===== src/rtl/dpmu_dvfs_seq.sv =====
// Multi-domain DVFS sequencer: dwell-filtered mode selection, idle gating and ordered V/F ramps.
// Optional `DPMU_TRANS_CNT_EN adds a saturating committed-mode-change counter output (trans_cnt).
module dpmu_dvfs_seq #(
    parameter int NUM_DOM    = 3,
    parameter int VW         = 2,
    parameter int FW         = 3,
    parameter int SETTLE_CYC = 4,
    parameter int DWELL_CYC  = 8
) (
    input  logic                  clk,
    input  logic                  rst,
    input  logic                  perf_req,
    input  logic [1:0]            temp_level,
    input  logic [1:0]            batt_level,
    input  logic [NUM_DOM-1:0]    dom_busy,
    output logic [NUM_DOM*VW-1:0] vlevel,
    output logic [NUM_DOM*FW-1:0] flevel,
    output logic [2:0]            mode,
    output logic                  power_save,
`ifdef DPMU_TRANS_CNT_EN
    output logic [7:0]            trans_cnt,
`endif
    output logic                  transition_busy
);
    typedef enum logic [2:0] {
        M_NORMAL = 3'd0,
        M_PERF   = 3'd1,
        M_PSAVE  = 3'd2,
        M_THERM  = 3'd3,
        M_BATT   = 3'd4
    } mode_t;

    localparam int DCW = $clog2(DWELL_CYC + 1);
    localparam int SCW = $clog2(SETTLE_CYC + 1);
    localparam logic [DCW-1:0] DWELL_LIM = DCW'(DWELL_CYC);
    localparam logic [SCW-1:0] SETTLE_LD = SCW'(SETTLE_CYC);
    localparam logic [VW-1:0]  VMAX = {VW{1'b1}};
    localparam logic [VW-1:0]  VMID = VW'(1 << (VW - 1));
    localparam logic [FW-1:0]  FMAX = {FW{1'b1}};
    localparam logic [FW-1:0]  FMID = FW'(1 << (FW - 1));

    // Priority rank used to decide whether an emergency candidate outranks the current mode.
    function automatic logic [2:0] f_rank(input mode_t m);
        case (m)
            M_BATT:  f_rank = 3'd4;
            M_THERM: f_rank = 3'd3;
            M_PERF:  f_rank = 3'd2;
            M_PSAVE: f_rank = 3'd1;
            default: f_rank = 3'd0;
        endcase
    endfunction

    mode_t          r_mode;
    mode_t          r_cand;
    mode_t          w_cand;
    logic [DCW-1:0] r_dwell;
    logic [DCW-1:0] w_dwell_nxt;
    logic           r_power_save;
    logic           r_trans_busy;
    logic           w_emerg;
    logic           w_commit;
    logic [NUM_DOM-1:0] w_pend;

    always_comb begin
        w_cand = M_NORMAL;
        if (batt_level < 2'd2)       w_cand = M_BATT;
        else if (temp_level >= 2'd2) w_cand = M_THERM;
        else if (perf_req)           w_cand = M_PERF;
        else if (dom_busy == '0)     w_cand = M_PSAVE;
    end

    assign w_dwell_nxt = (w_cand != r_cand) ? DCW'(1) : r_dwell + DCW'(1);
    assign w_emerg     = ((w_cand == M_BATT) || (w_cand == M_THERM)) &&
                         (f_rank(w_cand) > f_rank(r_mode));
    assign w_commit    = w_emerg || ((w_cand != r_mode) && (w_dwell_nxt == DWELL_LIM));

    always_ff @(posedge clk or posedge rst) begin
        if (rst) begin
            r_mode       <= M_NORMAL;
            r_cand       <= M_NORMAL;
            r_dwell      <= '0;
            r_power_save <= 1'b0;
        end else begin
            r_cand <= w_cand;
            if (w_commit) begin
                r_mode       <= w_cand;
                r_dwell      <= '0;
                r_power_save <= (w_cand == M_PSAVE) || (w_cand == M_BATT);
            end else if (w_cand == r_mode) begin
                r_dwell <= '0;
            end else begin
                r_dwell <= w_dwell_nxt;
            end
        end
    end

`ifdef DPMU_TRANS_CNT_EN
    logic [7:0] r_trans_cnt;
    always_ff @(posedge clk or posedge rst) begin
        if (rst)
            r_trans_cnt <= '0;
        else if (w_commit && (r_trans_cnt != 8'hFF))
            r_trans_cnt <= r_trans_cnt + 8'd1;
    end
    assign trans_cnt = r_trans_cnt;
`endif

    genvar gi;
    generate
        for (gi = 0; gi < NUM_DOM; gi++) begin : g_dom
            logic [VW-1:0]  r_v;
            logic [FW-1:0]  r_f;
            logic [SCW-1:0] r_settle;
            logic [VW-1:0]  w_vt;
            logic [FW-1:0]  w_ft;
            logic [VW-1:0]  w_v_nxt;
            logic [FW-1:0]  w_f_nxt;
            logic [SCW-1:0] w_settle_nxt;

            always_comb begin
                w_vt = '0;
                w_ft = '0;
                case (r_mode)
                    M_PERF:   begin w_vt = VMAX; w_ft = FMAX;         end
                    M_NORMAL: begin w_vt = VMID; w_ft = FMID;         end
                    M_THERM:  begin w_vt = VMID; w_ft = FMID - FW'(1); end
                    M_PSAVE:  begin w_vt = VW'(1); w_ft = FW'(1);     end
                    default:  begin w_vt = '0;   w_ft = '0;           end
                endcase
                if (((r_mode == M_NORMAL) || (r_mode == M_THERM)) && !dom_busy[gi]) begin
                    w_vt = VW'(1);
                    w_ft = FW'(1);
                end
            end

            // Frequency drops before voltage moves; voltage settles before frequency rises.
            always_comb begin
                w_v_nxt      = r_v;
                w_f_nxt      = r_f;
                w_settle_nxt = r_settle;
                if (r_settle != '0) begin
                    w_settle_nxt = r_settle - SCW'(1);
                end else if (r_f > w_ft) begin
                    w_f_nxt      = r_f - FW'(1);
                    w_settle_nxt = SETTLE_LD;
                end else if (r_v < w_vt) begin
                    w_v_nxt      = r_v + VW'(1);
                    w_settle_nxt = SETTLE_LD;
                end else if (r_v > w_vt) begin
                    w_v_nxt      = r_v - VW'(1);
                    w_settle_nxt = SETTLE_LD;
                end else if (r_f < w_ft) begin
                    w_f_nxt      = r_f + FW'(1);
                    w_settle_nxt = SETTLE_LD;
                end
            end

            assign w_pend[gi] = (w_v_nxt != w_vt) || (w_f_nxt != w_ft) || (w_settle_nxt != '0);

            always_ff @(posedge clk or posedge rst) begin
                if (rst) begin
                    r_v      <= '0;
                    r_f      <= '0;
                    r_settle <= '0;
                end else begin
                    r_v      <= w_v_nxt;
                    r_f      <= w_f_nxt;
                    r_settle <= w_settle_nxt;
                end
            end

            assign vlevel[gi*VW +: VW] = r_v;
            assign flevel[gi*FW +: FW] = r_f;
        end
    endgenerate

    always_ff @(posedge clk or posedge rst) begin
        if (rst) r_trans_busy <= 1'b0;
        else     r_trans_busy <= |w_pend;
    end

    assign mode            = r_mode;
    assign power_save      = r_power_save;
    assign transition_busy = r_trans_busy;
endmodule


===== config.mk =====
export PLATFORM = sky130hd
export DESIGN_NAME = dpmu_dvfs_seq
export DESIGN_NICKNAME = d
export VERILOG_FILES = /design/src/rtl/dpmu_dvfs_seq.sv
export SDC_FILE = /design/constraint.sdc
export NUM_CORES = 1
export LEC_CHECK = 0
export CAP_MARGIN = 30
export CORE_MARGIN = 3
export CORE_UTILIZATION = 50
export DETAILED_ROUTE_END_ITERATION = 12
export HOLD_SLACK_MARGIN = 0.02
export PLACE_DENSITY = 0.82
export SYNTH_ARGS = -nofsm -noshare
export SYNTH_HDL_FRONTEND = slang
export SYNTH_SLANG_ARGS = --single-unit

===== constraint.sdc =====
create_clock -name clk -period 6.7 [get_ports clk]
set_input_delay 1.005 -clock clk [delete_from_list [all_inputs] [get_ports clk]]
set_output_delay 1.005 -clock clk [all_outputs]
set_load 0.02 [all_outputs]

==> results of run 1 <==
-- worst reg2reg max path, cell delays in order (launching register included) --
cell      delay, ns
dfrtp_1        0.57
nor2b_1        0.30
o21a_1         0.25
inv_1          0.09
ha_1           0.30
nand3b_1       0.12
nand2_1        0.12
a221oi_1       0.54
nand2_1        0.20
xnor2_1        0.20
nor4_1         0.30
nand4_1        0.11
-- power groups by stage --
stage / Sequential, W / Clock, W / Combinational (W)
2_1_floorplan: 0.000462 / 0 / 0.000887
3_3_place_gp: 0.000429 / 0 / 0.00120
3_5_place_dp: 0.000433 / 0 / 0.00125
4_1_cts: 0.000431 / 0.000172 / 0.00126
5_1_grt: 0.000449 / 0.000183 / 0.00141
6_report: 0.000432 / 0.000169 / 0.00127
-- sequential cells by signal, summed over array words and instances (netlist names) --
register,flops
g_dom.r_f,9
g_dom.r_settle,9
g_dom.r_v,6
r_dwell,4
mode,3
r_cand,3
power_save,1
transition_busy,1
-- cells in the final DEF, fill, tap and decap left out, types with 2 or more instances in the layout --
cell              n
a211oi_1          2
a21o_1            5
a21oi_1          29
a221oi_1          2
and2_1            3
and3_1            4
clkbuf_8          7
clkdlybuf4s50_1  27
dfrtp_1          36
ha_1             31
inv_1            25
inv_2             2
mux2_2            3
mux2i_1           3
nand2_1          23
nand2b_1          6
nand3_1           9
nand3b_1          4
nand4_1           2
nor2_1           28
nor2b_1           8
nor3_1           11
nor3b_1           2
nor4_1            4
nor4b_1           2
o2111a_1          2
o21a_1            3
o21ai_0          16
o21ai_1           2
o22ai_1           2
o31ai_1           2
or3_1             3
xnor2_1          33
xor2_1            5
-- area by class of cell --
| type | count | area, sq um | area share (%) |
|---|---|---|---|
| clock buffer | 7 | 96.3 | 2.86 |
| inverter | 27 | 101 | 3.00 |
| multi-input combinational | 267 | 1910 | 56.5 |
| tap | 72 | 90.1 | 2.67 |
| timing repair buffer | 28 | 278 | 8.23 |
| sequential | 36 | 901 | 26.7 |
-- stage by stage --
stage	power [W]	util, %	worst slack, ns
3_5_place_dp	0.00168	58.8	2.70
5_1_grt	0.00204	60.5	2.76
2_1_floorplan	0.00135	-	3.61
3_3_place_gp	0.00163	58.8	2.74
4_1_cts	0.00187	60.5	2.99
6_report	0.00187	60.5	2.99
-- per-layer routing --
layer	part of all wire (%)	GRT usage [%]	wire length [um]	vias to the layer above
met4	2.7	8.31	176	0
met3	5.2	3.90	341	19
li1	-	-	-	1237
met5	0	0	0	-
met2	50	38.0	3330	74
met1	42	25.6	2770	1205
-- worst min path at each step --
stage,startpoint,to,cells after the start
2_1_floorplan,g_dom[1].r_settle[1],g_dom[1].r_settle[1],2
3_3_place_gp,g_dom[1].r_settle[1],g_dom[1].r_settle[1],2
3_5_place_dp,g_dom[0].r_settle[1],g_dom[0].r_settle[1],2
4_1_cts,g_dom[0].r_settle[1],g_dom[0].r_settle[1],2
5_1_grt,r_dwell[0],r_dwell[0],1
6_report,g_dom[0].r_settle[1],g_dom[0].r_settle[1],2
-- logic make-up (layout without fill, tap and decap cells) --
kind of cell	Yosys count	after routing	synth area share (%)
AO/OA/AOI/OAI	77	77	17.4
XOR/XNOR	39	39	12.2
adder cells (fa/ha/maj)	31	31	13.3
buffers and inverters	30	62	3.94
flip-flops	36	36	30.8
multiplexers	7	7	2.70
AND/OR/NAND/NOR	113	113	19.7
==> results.md, run 1 <==
* TritonCTS clock tree: yes
* Total die area at 0.00680 sq mm
* Worst relative slew slack at 63.5%
* Number of synthesized flops with an enable pin at 0
* Sw frac at 48.4%
* CP endpoint: transition_busy
* Sequential power share at 23.1%
* CP max stage cell: a221oi_1
* Initial antenna violation count at 0
* Row cnt at 27
* R2R Setup Slk at 3.48 ns
* Initial Util at 52.5%
* Largest net degree at the start of global routing at 37
* Unique masters post-synth at 52
* Top fanout value on the critical path at 6
* Max clock buf depth at 2
* Min Hold Slack at 0.520 ns
* Share of the synthesized area in the top cell type at 30.8%
* Syn_area_per_cell at 8.78 sq um
* Mapped Nets at 374
* Layout cells sized above 1 at 5.75%
* Area growth syn-to-layout at 15.4%
* RR Endpoint: transition_busy
* Port Buffers at 27
* # diodes at 0
* Slew Limit Fails at 0
* CTS clk-pin slew, worst paths at 0.07 ns
* Critical path buffer and inverter count at 1
* Fin area at 0.00337 sq mm
* Clock power share at 9.1%
* First-pass GRT wire length at 11200 um
* H-tree Lvls at 2
* Worst-margin pin slew at 0.548 ns
* GPL Wtd Cong at 0.876
* Grt total ovfl at 0
* Cell family with most CP delay: compound AO/OA/AOI/OAI gates
* WL/cell at 15.1 um
* Number of DRC markers in iteration 0 at 183
* Layout Cells excl Fill at 437
* Hold crit path type: flip-flop to flip-flop
* Via density at 5.80
* Cell count after placement at 430
* CP startpoint: dom_busy[0]
* Die Y-Extent at 82.5 um
* DRC violations left at 0
* Top cell by count, worst path: nand2_1
* CTS buffer count at 5
* Worst path max stage delay at 0.54 ns
* Post-Syn Area at 0.00292 sq mm
* Fin nets at 406
* Cell chain of the critical path: clkdlybuf4s50_1, o21ai_0, ha_1, a21oi_1, nand2_1, a221oi_1, nand2_1, xnor2_1, nor4_1, nand4_1
* Hold Buf Count CTS at 0
* P_sw at 0.000905 W
* Post_cts resized at 0
* Worst Skew at 0.00548 ns
* Die width at 82.5 um
* Setup Fix Bufs, Post-CTS at 0
* Placed Area at 0.00328 sq mm
* Cell Pwr Density at 554 mW/mm^2
* Leak at 1.42 nW
* Ports at 30
* Top FF cell, synth: dfrtp_1
* Final hold violations at 0
* Synth area leader: dfrtp_1
* Drt pass-1 iters at 5
* Synth cell count leaders: dfrtp_1 (36), xnor2_1 (33), ha_1 (31)
* Fill cell count at 488
* GR Util All Layers at 21.5%
* Clk Latency, worst-skew pair at 0.30 ns
* Critical path depth at 10
* Final period utilization at 55.4%
* Ys Warns at 0
* Reg2reg path depth at 11
* Placed wire-length estimate at 5010 um
* Number of synthesized register bits at 36
* ANT nets after route at 0
* Min Tclk post-route at 3.71 ns
* Critical path capture point type: flip-flop
* Asr flop ratio synth at 100%
* CTS sink count at 36
* Status: complete, no violations
* Routed WL at 6610 um
* Critical path launch point type: input port
* RSZ-0062 raised after global routing: no
* Core Area at 0.00557 sq mm
* Internal at 0.000966 W
* Maximum VDD drop at 0.315 mV
* Sequential share of the synthesized area at 30.8%
* Setup TNS at 0 ns
* Syn Inst Count at 333
* Via count at 2535
* WP data required at 6.87 ns
* Worst R2R Start: mode[2]
* MaxCap Viol Count at 0
* Area contributors post-synth: dfrtp_1 (31%), ha_1 (13%), xnor2_1 (9.9%), a21oi_1 (5.0%), nor2_1 (3.6%)
* Root buf cell: clkbuf_8
* Vias in the first global route at 2511
* # setup viols final at 0
* Comb power frac at 67.8%
* Count leader, synth: dfrtp_1
* CP Class: input port to flip-flop
* Fmax at 269 MHz
* Worst path arrival time at 3.88 ns
(Power assumes the default switching activity.)
==> inputs of run 2 (changes only) <==
--- a/config.mk
+++ b/config.mk
@@ -10,7 +10,7 @@
 export CORE_UTILIZATION = 50
 export DETAILED_ROUTE_END_ITERATION = 12
 export HOLD_SLACK_MARGIN = 0.02
-export PLACE_DENSITY = 0.82
+export PLACE_DENSITY = 0.84
 export SYNTH_ARGS = -nofsm -noshare
 export SYNTH_HDL_FRONTEND = slang
 export SYNTH_SLANG_ARGS = --single-unit
==> constraint.sdc (replaced) <==
create_clock -name clk -period 3.1 [get_ports clk]
set_input_delay 0.465 -clock clk [delete_from_list [all_inputs] [get_ports clk]]
set_output_delay 0.465 -clock clk [all_outputs]
set_load 0.02 [all_outputs]
==> run 2 against run 1 <==
Against the previous run: sequential share of layout area decreased by 1.2 points; highest routed layer unchanged; clock skew increased by 0.0030 ns; register-to-register slack got worse by 3.2 ns; sequential power increased by 110%; largest power group unchanged; die area unchanged; routed wire length increased by 0.71%.
==> results.md, run 2 (synthesized netlist as in run 1, its figures left out) <==
* Fmax at 349 MHz
* Hold crit path type: flip-flop to flip-flop
* Via count at 2565
* Initial antenna violation count at 0
* CP Class: input port to flip-flop
* Hold Buf Count CTS at 0
* Row cnt at 27
* Worst path max stage delay at 0.47 ns
* Worst relative slew slack at 67.3%
* Cell count after placement at 450
* Largest regs: g_dom.r_f (9), g_dom.r_settle (9), g_dom.r_v (6)
* Clk Latency, worst-skew pair at 0.29 ns
* Status: complete, no violations
* Via density at 5.60
* Cell Pwr Density at 1190 mW/mm^2
* Fill cell count at 451
* Most frequent cells in the layout: dfrtp_1 (35), xnor2_1 (33), ha_1 (31), a21oi_1 (29)
* CTS clk-pin slew, worst paths at 0.07 ns
* Die width at 82.5 um
* MaxCap Viol Count at 0
* Die Y-Extent at 82.5 um
* ANT nets after route at 0
* Min Tclk post-route at 2.87 ns
* Top cell by count, worst path: nor4_1
* Post_cts resized at 0
* WL/cell at 14.5 um
* GR Util All Layers at 22.1%
* RSZ-0062 raised after global routing: no
* P_sw at 0.00201 W
* Critical path buffer and inverter count at 2
* Largest net degree at the start of global routing at 37
* Leak at 1.51 nW
* Core Area at 0.00557 sq mm
* Cell family with most CP delay: simple AND/OR/NAND/NOR gates
* Sequential power share at 21.8%
* Fin nets at 426
* Setup TNS at 0 ns
* Worst path arrival time at 3.01 ns
* Drt pass-1 iters at 4
* Worst Skew at 0.00853 ns
* Layout cells sized above 1 at 11.9%
* Total power at 0.00422 W
* Setup Fix Bufs, Post-CTS at 0
* # setup viols final at 0
* # diodes at 0
* Critical path capture point type: flip-flop
* CP max stage cell: clkdlybuf4s50_1
* Max clock buf depth at 2
* Total die area at 0.00680 sq mm
* Final hold violations at 0
* CTS sink count at 36
* Port Buffers at 27
* TritonCTS clock tree: yes
* Sw frac at 47.5%
* Grt total ovfl at 0
* Final period utilization at 92.4%
* Vias in the first global route at 2593
* GPL Wtd Cong at 0.839
* DRC violations left at 0
* Most common cell after layout, fill and taps aside: dfrtp_1
* H-tree Lvls at 2
* WP data required at 3.25 ns
* Internal at 0.00222 W
* Worst-margin pin slew at 0.491 ns
* Ports at 30
* Cell chain of the critical path: clkdlybuf4s50_1, buf_4, a21oi_1, ha_1, nand3_1, a21bo_2, nor2_1, nor4_1, nor4_1, o2111a_1, nand4_1
* Top fanout value on the critical path at 4
* Routed WL at 6660 um
* Placed wire-length estimate at 5200 um
* Layout Cells excl Fill at 458
* First-pass GRT wire length at 11600 um
* Comb power frac at 69.8%
* Number of DRC markers in iteration 0 at 116
* Root buf cell: clkbuf_8
* Initial Util at 52.5%
* Critical path launch point type: input port
* Maximum VDD drop at 0.686 mV
* Clock power share at 8.4%
* CTS buffer count at 5
* Slew Limit Fails at 0
* Area growth syn-to-layout at 20.9%
[run 2: tightest hold or removal path: stages (launching register included)]
cell and delay, ns:
dfrtp_1 0.34, nand2_1 0.04, o21ai_0 0.07
[run 2: metrics by stage]
step                setup slack (ns)  util, %  cell area, sq um  hold slack [ns]
finish                         0.234     63.4              3540            0.490
global route                  0.0153     63.4              3540            0.508
CTS                            0.218     63.1              3520            0.490
detailed placement          -0.00680     61.5              3430            0.474
global placement              0.0285     61.5              3430            0.471
floorplan                      0.210        -              2920            0.450
[run 2: metal layers]
layer	vias up	GRT usage (%)	share of wire, %	wire length (um)
li1	1280	-	-	-
met5	-	0	0	0
met1	1233	27.3	44	2950
met3	9	4.01	3.8	253
met2	43	39.9	51	3390
met4	0	4.49	0.95	63
[run 2: layout make-up]
| cell class | count | area (sq um) | area share, % |
|---|---|---|---|
| multi-input combinational | 267 | 1920 | 54.4 |
| sequential | 36 | 902 | 25.5 |
| timing repair buffer | 48 | 428 | 12.1 |
| inverter | 27 | 101 | 2.87 |
| clock buffer | 8 | 90.1 | 2.55 |
| tap | 72 | 90.1 | 2.55 |
[run 2: final timing paths]
| kind | startpoint | end | slack (ns) | depth (start not counted) |
|---|---|---|---|---|
| max | dom_busy[0] | transition_busy | 0.23 | 11 |
| min | g_dom[1].r_settle[1] | g_dom[1].r_settle[1] | 0.49 | 2 |
| max reg2reg | mode[1] | transition_busy | 0.25 | 11 |
| min reg2reg | g_dom[1].r_settle[1] | g_dom[1].r_settle[1] | 0.49 | 2 |
| max in group asynchronous | rst | mode[2] | 2.16 | 3 |
| min in group asynchronous | rst | g_dom[0].r_f[2] | 0.56 | 3 |
[run 2: power by group through the flow]
stage	sequential (W)	combinational, W	clock (W)
finish	0.000921	0.00295	0.000353
global route	0.000962	0.00329	0.000384
CTS	0.000914	0.00291	0.000364
global placement	0.000910	0.00277	0
detailed placement	0.000920	0.00288	0
floorplan	0.000999	0.00192	0
